## src/rtl/gate_eval_scheduler.sv

```systemverilog
// gate_eval_scheduler
// Round-robin scheduler that time-shares one combinational gate evaluator
// (Y = &AND8 & |OR15 & ~NOT) between NUM_REQ requesters. One operand set is
// accepted per transaction, held on eval_* for EVAL_LAT cycles, then eval_y is
// sampled and returned tagged with the requester index.
module gate_eval_scheduler #(
  parameter  int unsigned NUM_REQ  = 4,
  parameter  int unsigned EVAL_LAT = 1,
  parameter  int unsigned CNT_W    = 16,
  localparam int unsigned ID_W     = $clog2(NUM_REQ)
) (
  input  logic                    clk,
  input  logic                    rst_n,
  input  logic [NUM_REQ-1:0]      req_valid,
  output logic [NUM_REQ-1:0]      req_ready,
  input  logic [NUM_REQ*8-1:0]    req_and,
  input  logic [NUM_REQ*15-1:0]   req_or,
  input  logic [NUM_REQ-1:0]      req_not,
  output logic [7:0]              eval_a,
  output logic [14:0]             eval_o,
  output logic                    eval_n,
  input  logic                    eval_y,
  output logic                    rsp_valid,
  input  logic                    rsp_ready,
  output logic [ID_W-1:0]         rsp_id,
  output logic                    rsp_y,
  output logic                    busy,
  output logic [CNT_W-1:0]        done_cnt
);

  localparam int unsigned AND_W  = 8;
  localparam int unsigned OR_W   = 15;
  localparam int unsigned WCNT_W = $clog2(EVAL_LAT + 1);

  typedef enum logic [1:0] {
    ST_IDLE = 2'd0,
    ST_WAIT = 2'd1,
    ST_RESP = 2'd2
  } state_e;

  state_e             state_q, state_d;
  logic [ID_W-1:0]    ptr_q, ptr_d;
  logic [WCNT_W-1:0]  wcnt_q, wcnt_d;
  logic [AND_W-1:0]   eval_a_q, eval_a_d;
  logic [OR_W-1:0]    eval_o_q, eval_o_d;
  logic               eval_n_q, eval_n_d;
  logic [ID_W-1:0]    rsp_id_q, rsp_id_d;
  logic               rsp_y_q, rsp_y_d;
  logic               rsp_valid_q, rsp_valid_d;
  logic               busy_q, busy_d;
  logic [CNT_W-1:0]   done_cnt_q, done_cnt_d;

  logic               gnt_found;
  logic [ID_W-1:0]    gnt_idx;
  logic [ID_W-1:0]    cand;
  logic [NUM_REQ-1:0] gnt_onehot;
  logic [AND_W-1:0]   sel_and;
  logic [OR_W-1:0]    sel_or;
  logic               sel_not;

  // (base + off) mod NUM_REQ for off < NUM_REQ; works for non-power-of-two NUM_REQ
  function automatic logic [ID_W-1:0] wrap_idx(input logic [ID_W-1:0] base,
                                               input int unsigned     off);
    int unsigned sum;
    sum = 32'(base) + off;
    if (sum >= NUM_REQ) begin
      sum = sum - NUM_REQ;
    end
    return ID_W'(sum);
  endfunction

  // Round-robin search: first valid requester starting at ptr
  always_comb begin
    gnt_found = 1'b0;
    gnt_idx   = '0;
    cand      = '0;
    for (int unsigned k = 0; k < NUM_REQ; k++) begin
      cand = wrap_idx(ptr_q, k);
      if (!gnt_found && req_valid[cand]) begin
        gnt_found = 1'b1;
        gnt_idx   = cand;
      end
    end
  end

  // One-hot grant vector and operand selection for the winner
  always_comb begin
    gnt_onehot = '0;
    sel_and    = '0;
    sel_or     = '0;
    sel_not    = 1'b0;
    for (int unsigned i = 0; i < NUM_REQ; i++) begin
      gnt_onehot[i] = gnt_found && (gnt_idx == ID_W'(i));
      if (gnt_onehot[i]) begin
        sel_and = req_and[AND_W*i +: AND_W];
        sel_or  = req_or[OR_W*i +: OR_W];
        sel_not = req_not[i];
      end
    end
  end

  // FSM state register
  always_ff @(posedge clk or negedge rst_n) begin
    if (!rst_n) begin
      state_q <= ST_IDLE;
    end else begin
      state_q <= state_d;
    end
  end

  // FSM next-state logic
  always_comb begin
    state_d = state_q;
    case (state_q)
      ST_IDLE: if (gnt_found)                state_d = ST_WAIT;
      ST_WAIT: if (wcnt_q == WCNT_W'(1))     state_d = ST_RESP;
      ST_RESP: if (rsp_ready)                state_d = ST_IDLE;
      default:                               state_d = ST_IDLE;
    endcase
  end

  // FSM outputs: accept handshake, operand capture, wait count, response and counters
  always_comb begin
    req_ready   = '0;
    ptr_d       = ptr_q;
    wcnt_d      = wcnt_q;
    eval_a_d    = eval_a_q;
    eval_o_d    = eval_o_q;
    eval_n_d    = eval_n_q;
    rsp_id_d    = rsp_id_q;
    rsp_y_d     = rsp_y_q;
    done_cnt_d  = done_cnt_q;
    case (state_q)
      ST_IDLE: begin
        // reset is IDLE, so gate with rst_n to keep req_ready low while reset is held
        req_ready = gnt_onehot & {NUM_REQ{rst_n}};
        if (gnt_found) begin
          eval_a_d = sel_and;
          eval_o_d = sel_or;
          eval_n_d = sel_not;
          rsp_id_d = gnt_idx;
          ptr_d    = (gnt_idx == ID_W'(NUM_REQ - 1)) ? '0 : gnt_idx + ID_W'(1);
          wcnt_d   = WCNT_W'(EVAL_LAT);
        end
      end
      ST_WAIT: begin
        wcnt_d = wcnt_q - WCNT_W'(1);
        if (wcnt_q == WCNT_W'(1)) begin
          rsp_y_d = eval_y;
        end
      end
      ST_RESP: begin
        if (rsp_ready) begin
          done_cnt_d = done_cnt_q + CNT_W'(1);
        end
      end
      default: ;
    endcase
    rsp_valid_d = (state_d == ST_RESP);
    busy_d      = (state_d != ST_IDLE);
  end

  // Datapath and status registers
  always_ff @(posedge clk or negedge rst_n) begin
    if (!rst_n) begin
      ptr_q       <= '0;
      wcnt_q      <= '0;
      eval_a_q    <= '0;
      eval_o_q    <= '0;
      eval_n_q    <= 1'b0;
      rsp_id_q    <= '0;
      rsp_y_q     <= 1'b0;
      rsp_valid_q <= 1'b0;
      busy_q      <= 1'b0;
      done_cnt_q  <= '0;
    end else begin
      ptr_q       <= ptr_d;
      wcnt_q      <= wcnt_d;
      eval_a_q    <= eval_a_d;
      eval_o_q    <= eval_o_d;
      eval_n_q    <= eval_n_d;
      rsp_id_q    <= rsp_id_d;
      rsp_y_q     <= rsp_y_d;
      rsp_valid_q <= rsp_valid_d;
      busy_q      <= busy_d;
      done_cnt_q  <= done_cnt_d;
    end
  end

  assign eval_a    = eval_a_q;
  assign eval_o    = eval_o_q;
  assign eval_n    = eval_n_q;
  assign rsp_valid = rsp_valid_q;
  assign rsp_id    = rsp_id_q;
  assign rsp_y     = rsp_y_q;
  assign busy      = busy_q;
  assign done_cnt  = done_cnt_q;

endmodule
```

## config.mk

```make
export PLATFORM = sky130hd
export DESIGN_NAME = gate_eval_scheduler
export DESIGN_NICKNAME = d
export VERILOG_FILES = /design/src/rtl/gate_eval_scheduler.sv
export SDC_FILE = /design/constraint.sdc
export NUM_CORES = 1
export LEC_CHECK = 0
export BUFFER_PORTS_ARGS = -buffer_cell sky130_fd_sc_hd__buf_2
export CAP_MARGIN = 5
export CORE_ASPECT_RATIO = 0.5
export CORE_MARGIN = 3
export CORE_UTILIZATION = 45
export CTS_CLUSTER_DIAMETER = 150
export DETAILED_ROUTE_END_ITERATION = 12
export GPL_TIMING_DRIVEN = 1
export MAX_ROUTING_LAYER = met4
export PLACE_DENSITY = 0.85
export SETUP_SLACK_MARGIN = 0.02
export SKIP_LAST_GASP = 1
export SLEW_MARGIN = 10
export SYNTH_ARGS = -nofsm -noshare
export SYNTH_HDL_FRONTEND = slang
export SYNTH_SLANG_ARGS = --single-unit
```

## constraint.sdc

```tcl
create_clock -name clk -period 2.85 [get_ports clk]
set_input_delay 0 -clock clk [delete_from_list [all_inputs] [get_ports clk]]
set_output_delay 0 -clock clk [all_outputs]
set_load 0.05 [all_outputs]
```

==> impl_metrics.tcl <==
set metrics [dict create \
    rsz0062_at_grt "no" \
    clockBufferDepth 2 \
    grt_pass1_vias 3073 \
    crit_type "register to output port" \
    slew_viol_final 0 \
    r2r_end "eval_o[14]" \
    numCtsBuffers 5 \
    seq_area_frac_synth_pct 43.3 \
    max_slew.worst_pin.slew_ps 715 \
    hold_class "input port to register" \
    hold_start "req_or[56]" \
    io_pins 153 \
    skew_ps 4.73 \
    area_growth_pct 39.3 \
    min_period_ps 2550 \
    start_util_pct 49.6 \
    insertedDiodeCount 0 \
    core_area_mm2 0.00582 \
    vdd_drop_max_v 0.000692 \
    fin_hold_ws_ps -5.00 \
    r2r_setup_slack_ps 380 \
    synth_nets 469 \
    synth_edf_count 0 \
    clk_pin_slew_worst_paths_ps 70 \
    clk_latency_ps 290 \
    p_leak_nw 2.13 \
    place_area_mm2 0.00373 \
    fp.dieW_um 119 \
    async_reset_ff_share_pct 100 \
    nets 627 \
    dp_hpwl_um 6220 \
    yosysTopAreaCellShare_pct 43.3 \
    ant_nets 0 \
    cts_tree "done" \
    cts_max_level 2 \
    arrival_ps 2550 \
    max_freq_mhz 393 \
    drive_gt1_share_pct 34.3 \
    antenna_found_initial 0 \
    yosysTopAreaCell "dfrtp_1" \
    post_cts_buffers 0 \
    cts.sinks 50 \
    viasPerCell 5.36 \
    grt_first_pass_wirelength_um 14400 \
    grt_max_degree 39 \
    die_y_um 62.7 \
    drtIter0Drc 172 \
    fin_crit_sh_pct 89.3 \
    num_rows 19 \
    root_buffer "clkbuf_16" \
    crit_path_start_kind "register" \
    maxSlewHeadroom_pct 51.9 \
    drc_errors 0 \
    violations "hold timing" \
    drv_cap 0 \
    hold_viol_final 3 \
    drtPass1Iterations 5 \
    globalplace.congestion 0.835 \
    whs_path_depth 3 \
    stdcell_area_mm2 0.00403 \
    yosys_warnings 0 \
    syn_inst 360 \
    synthesis.area_mm2 0.00289 \
    yosysMostFrequentCell "nor2_1" \
    end_kind "output port" \
    setup_viol 0 \
    grt_overflow_total 0 \
    worst-path-max-fanout 25 \
    p_per_area_mw_per_mm2 1120 \
    io_buffer_count 152 \
    synth_top_cells_by_area "dfrtp_1 43%, a21oi_1 8.7%, a221oi_1 7.6%, nor2_1 7.5%, nand2_1 5.3%" \
    track_usage_pct 24.2 \
    status "finished, violations left" \
    postSynthAreaPerCell_um2 8.03 \
    required_ps 2850 \
    r2r-start "ptr_q[1]" \
    synth_cell_type_count 31 \
    ys_dominant_reg_cell "dfrtp_1" \
    setup_tns_ps 0 \
    dieArea_mm2 0.00748 \
    ys_ff_latch 50 \
    hold_end "eval_o[11]" \
    wire_per_inst_um 14.7 \
    r2r_cells 10 \
    synthTopCellsByCount "58 x nor2_1, 50 x a21oi_1, 50 x dfrtp_1, 41 x nand2_1, 31 x inv_1" \
    vias 3233 \
    wirelength_um 8880 \
]
registers in the layout, summed over array words and instances, names as in the netlist:
name / cells
done_cnt: 16
ptr_q: 2
wcnt_q: 1
eval_n: 1
rsp_y: 1
eval_a: 8
busy: 1
eval_o: 15
rsp_id: 2
state_q: 2
rsp_valid: 1
worst max-delay path by stage:
| stage | start | endpoint | slack [ps] | cells after the start |
|---|---|---|---|---|
| floorplan | ptr_q[1] | eval_a[4] | 350 | 9 |
| global placement | ptr_q[1] | eval_o[8] | 460 | 9 |
| detailed placement | ptr_q[1] | eval_a[6] | 330 | 9 |
| CTS | ptr_q[1] | req_ready[0] | 210 | 7 |
| global route | ptr_q[1] | req_ready[2] | 180 | 8 |
| finish | ptr_q[1] | req_ready[2] | 300 | 8 |
layout make-up:
cell class	count	area, um^2
clock buffer	6	139
clock inverter	2	12.5
fill	485	1800
inverter	31	116
multi-input combinational	254	1430
sequential	50	1250
tap	84	105
timing repair buffer	176	976
per-layer routing:
metal | routed length [um] | track usage, % | vias to the layer above
met1 | 3590 | 28.8 | 1525
met4 | 223 | 7.85 | 0
met2 | 4500 | 41.7 | 139
met5 | 0 | - | -
li1 | - | - | 1548
met3 | 571 | 4.70 | 21
cell usage in the layout, fill, tap and decap left out, types with 2 or more instances in the layout:
cell and n:
buf_2 152, nor2_1 58, a21oi_1 50, dfrtp_1 50
nand2_1 41, inv_1 31, o21ai_0 27, a221oi_1 25
dlygate4sd3_1 14, buf_4 10, xnor2_1 9, and3_1 6
nand3_1 6, xor2_1 6, clkbuf_16 5, ha_1 4
a21o_1 3, or3_1 2, mux2_2 2, nand4_1 2
what timing repair did:
item | in CTS | in global routing
resized for setup | 0 | 1
endpoints found under the setup margin | 0 | 1
hold buffers | 14 | 0
endpoints found under the hold margin | 25 | 0
cells by family (layout without fill, tap and decap cells):
logic type	Yosys count	count (layout)	share of synthesized area, %
buf+inv	56	215	7.57
fa+ha+maj	5	5	2.16
compound gates	107	107	22.3
flops	50	50	43.3
mux	2	2	0.779
xor+xnor	15	15	4.54
simple gates	125	125	19.4
critical path: stages (launching register included):
cell and delay, ps:
dfrtp_1 420, nor2b_1 160, a21o_1 180, a221oi_1 380
buf_4 190, ha_1 160, buf_4 280, and3_1 210
buf_2 260
where the power goes:
group	internal [W]	switching [W]
Combinational	0.000776	0.00192
Clock	0.000348	0.000265
Sequential	0.00100	0.000193
per-stage QoR:
stage	worst slack (ps)	power [W]	utilization (%)	cells
after floorplan	353	0.00318	-	360
after global placement	465	0.00382	64.1	581
after detailed placement	333	0.00388	64.1	581
after CTS	205	0.00451	69.1	603
after global routing	178	0.00482	69.2	603
final	305	0.00451	69.2	603
No activity file was read; power rests on OpenSTA's default activity.
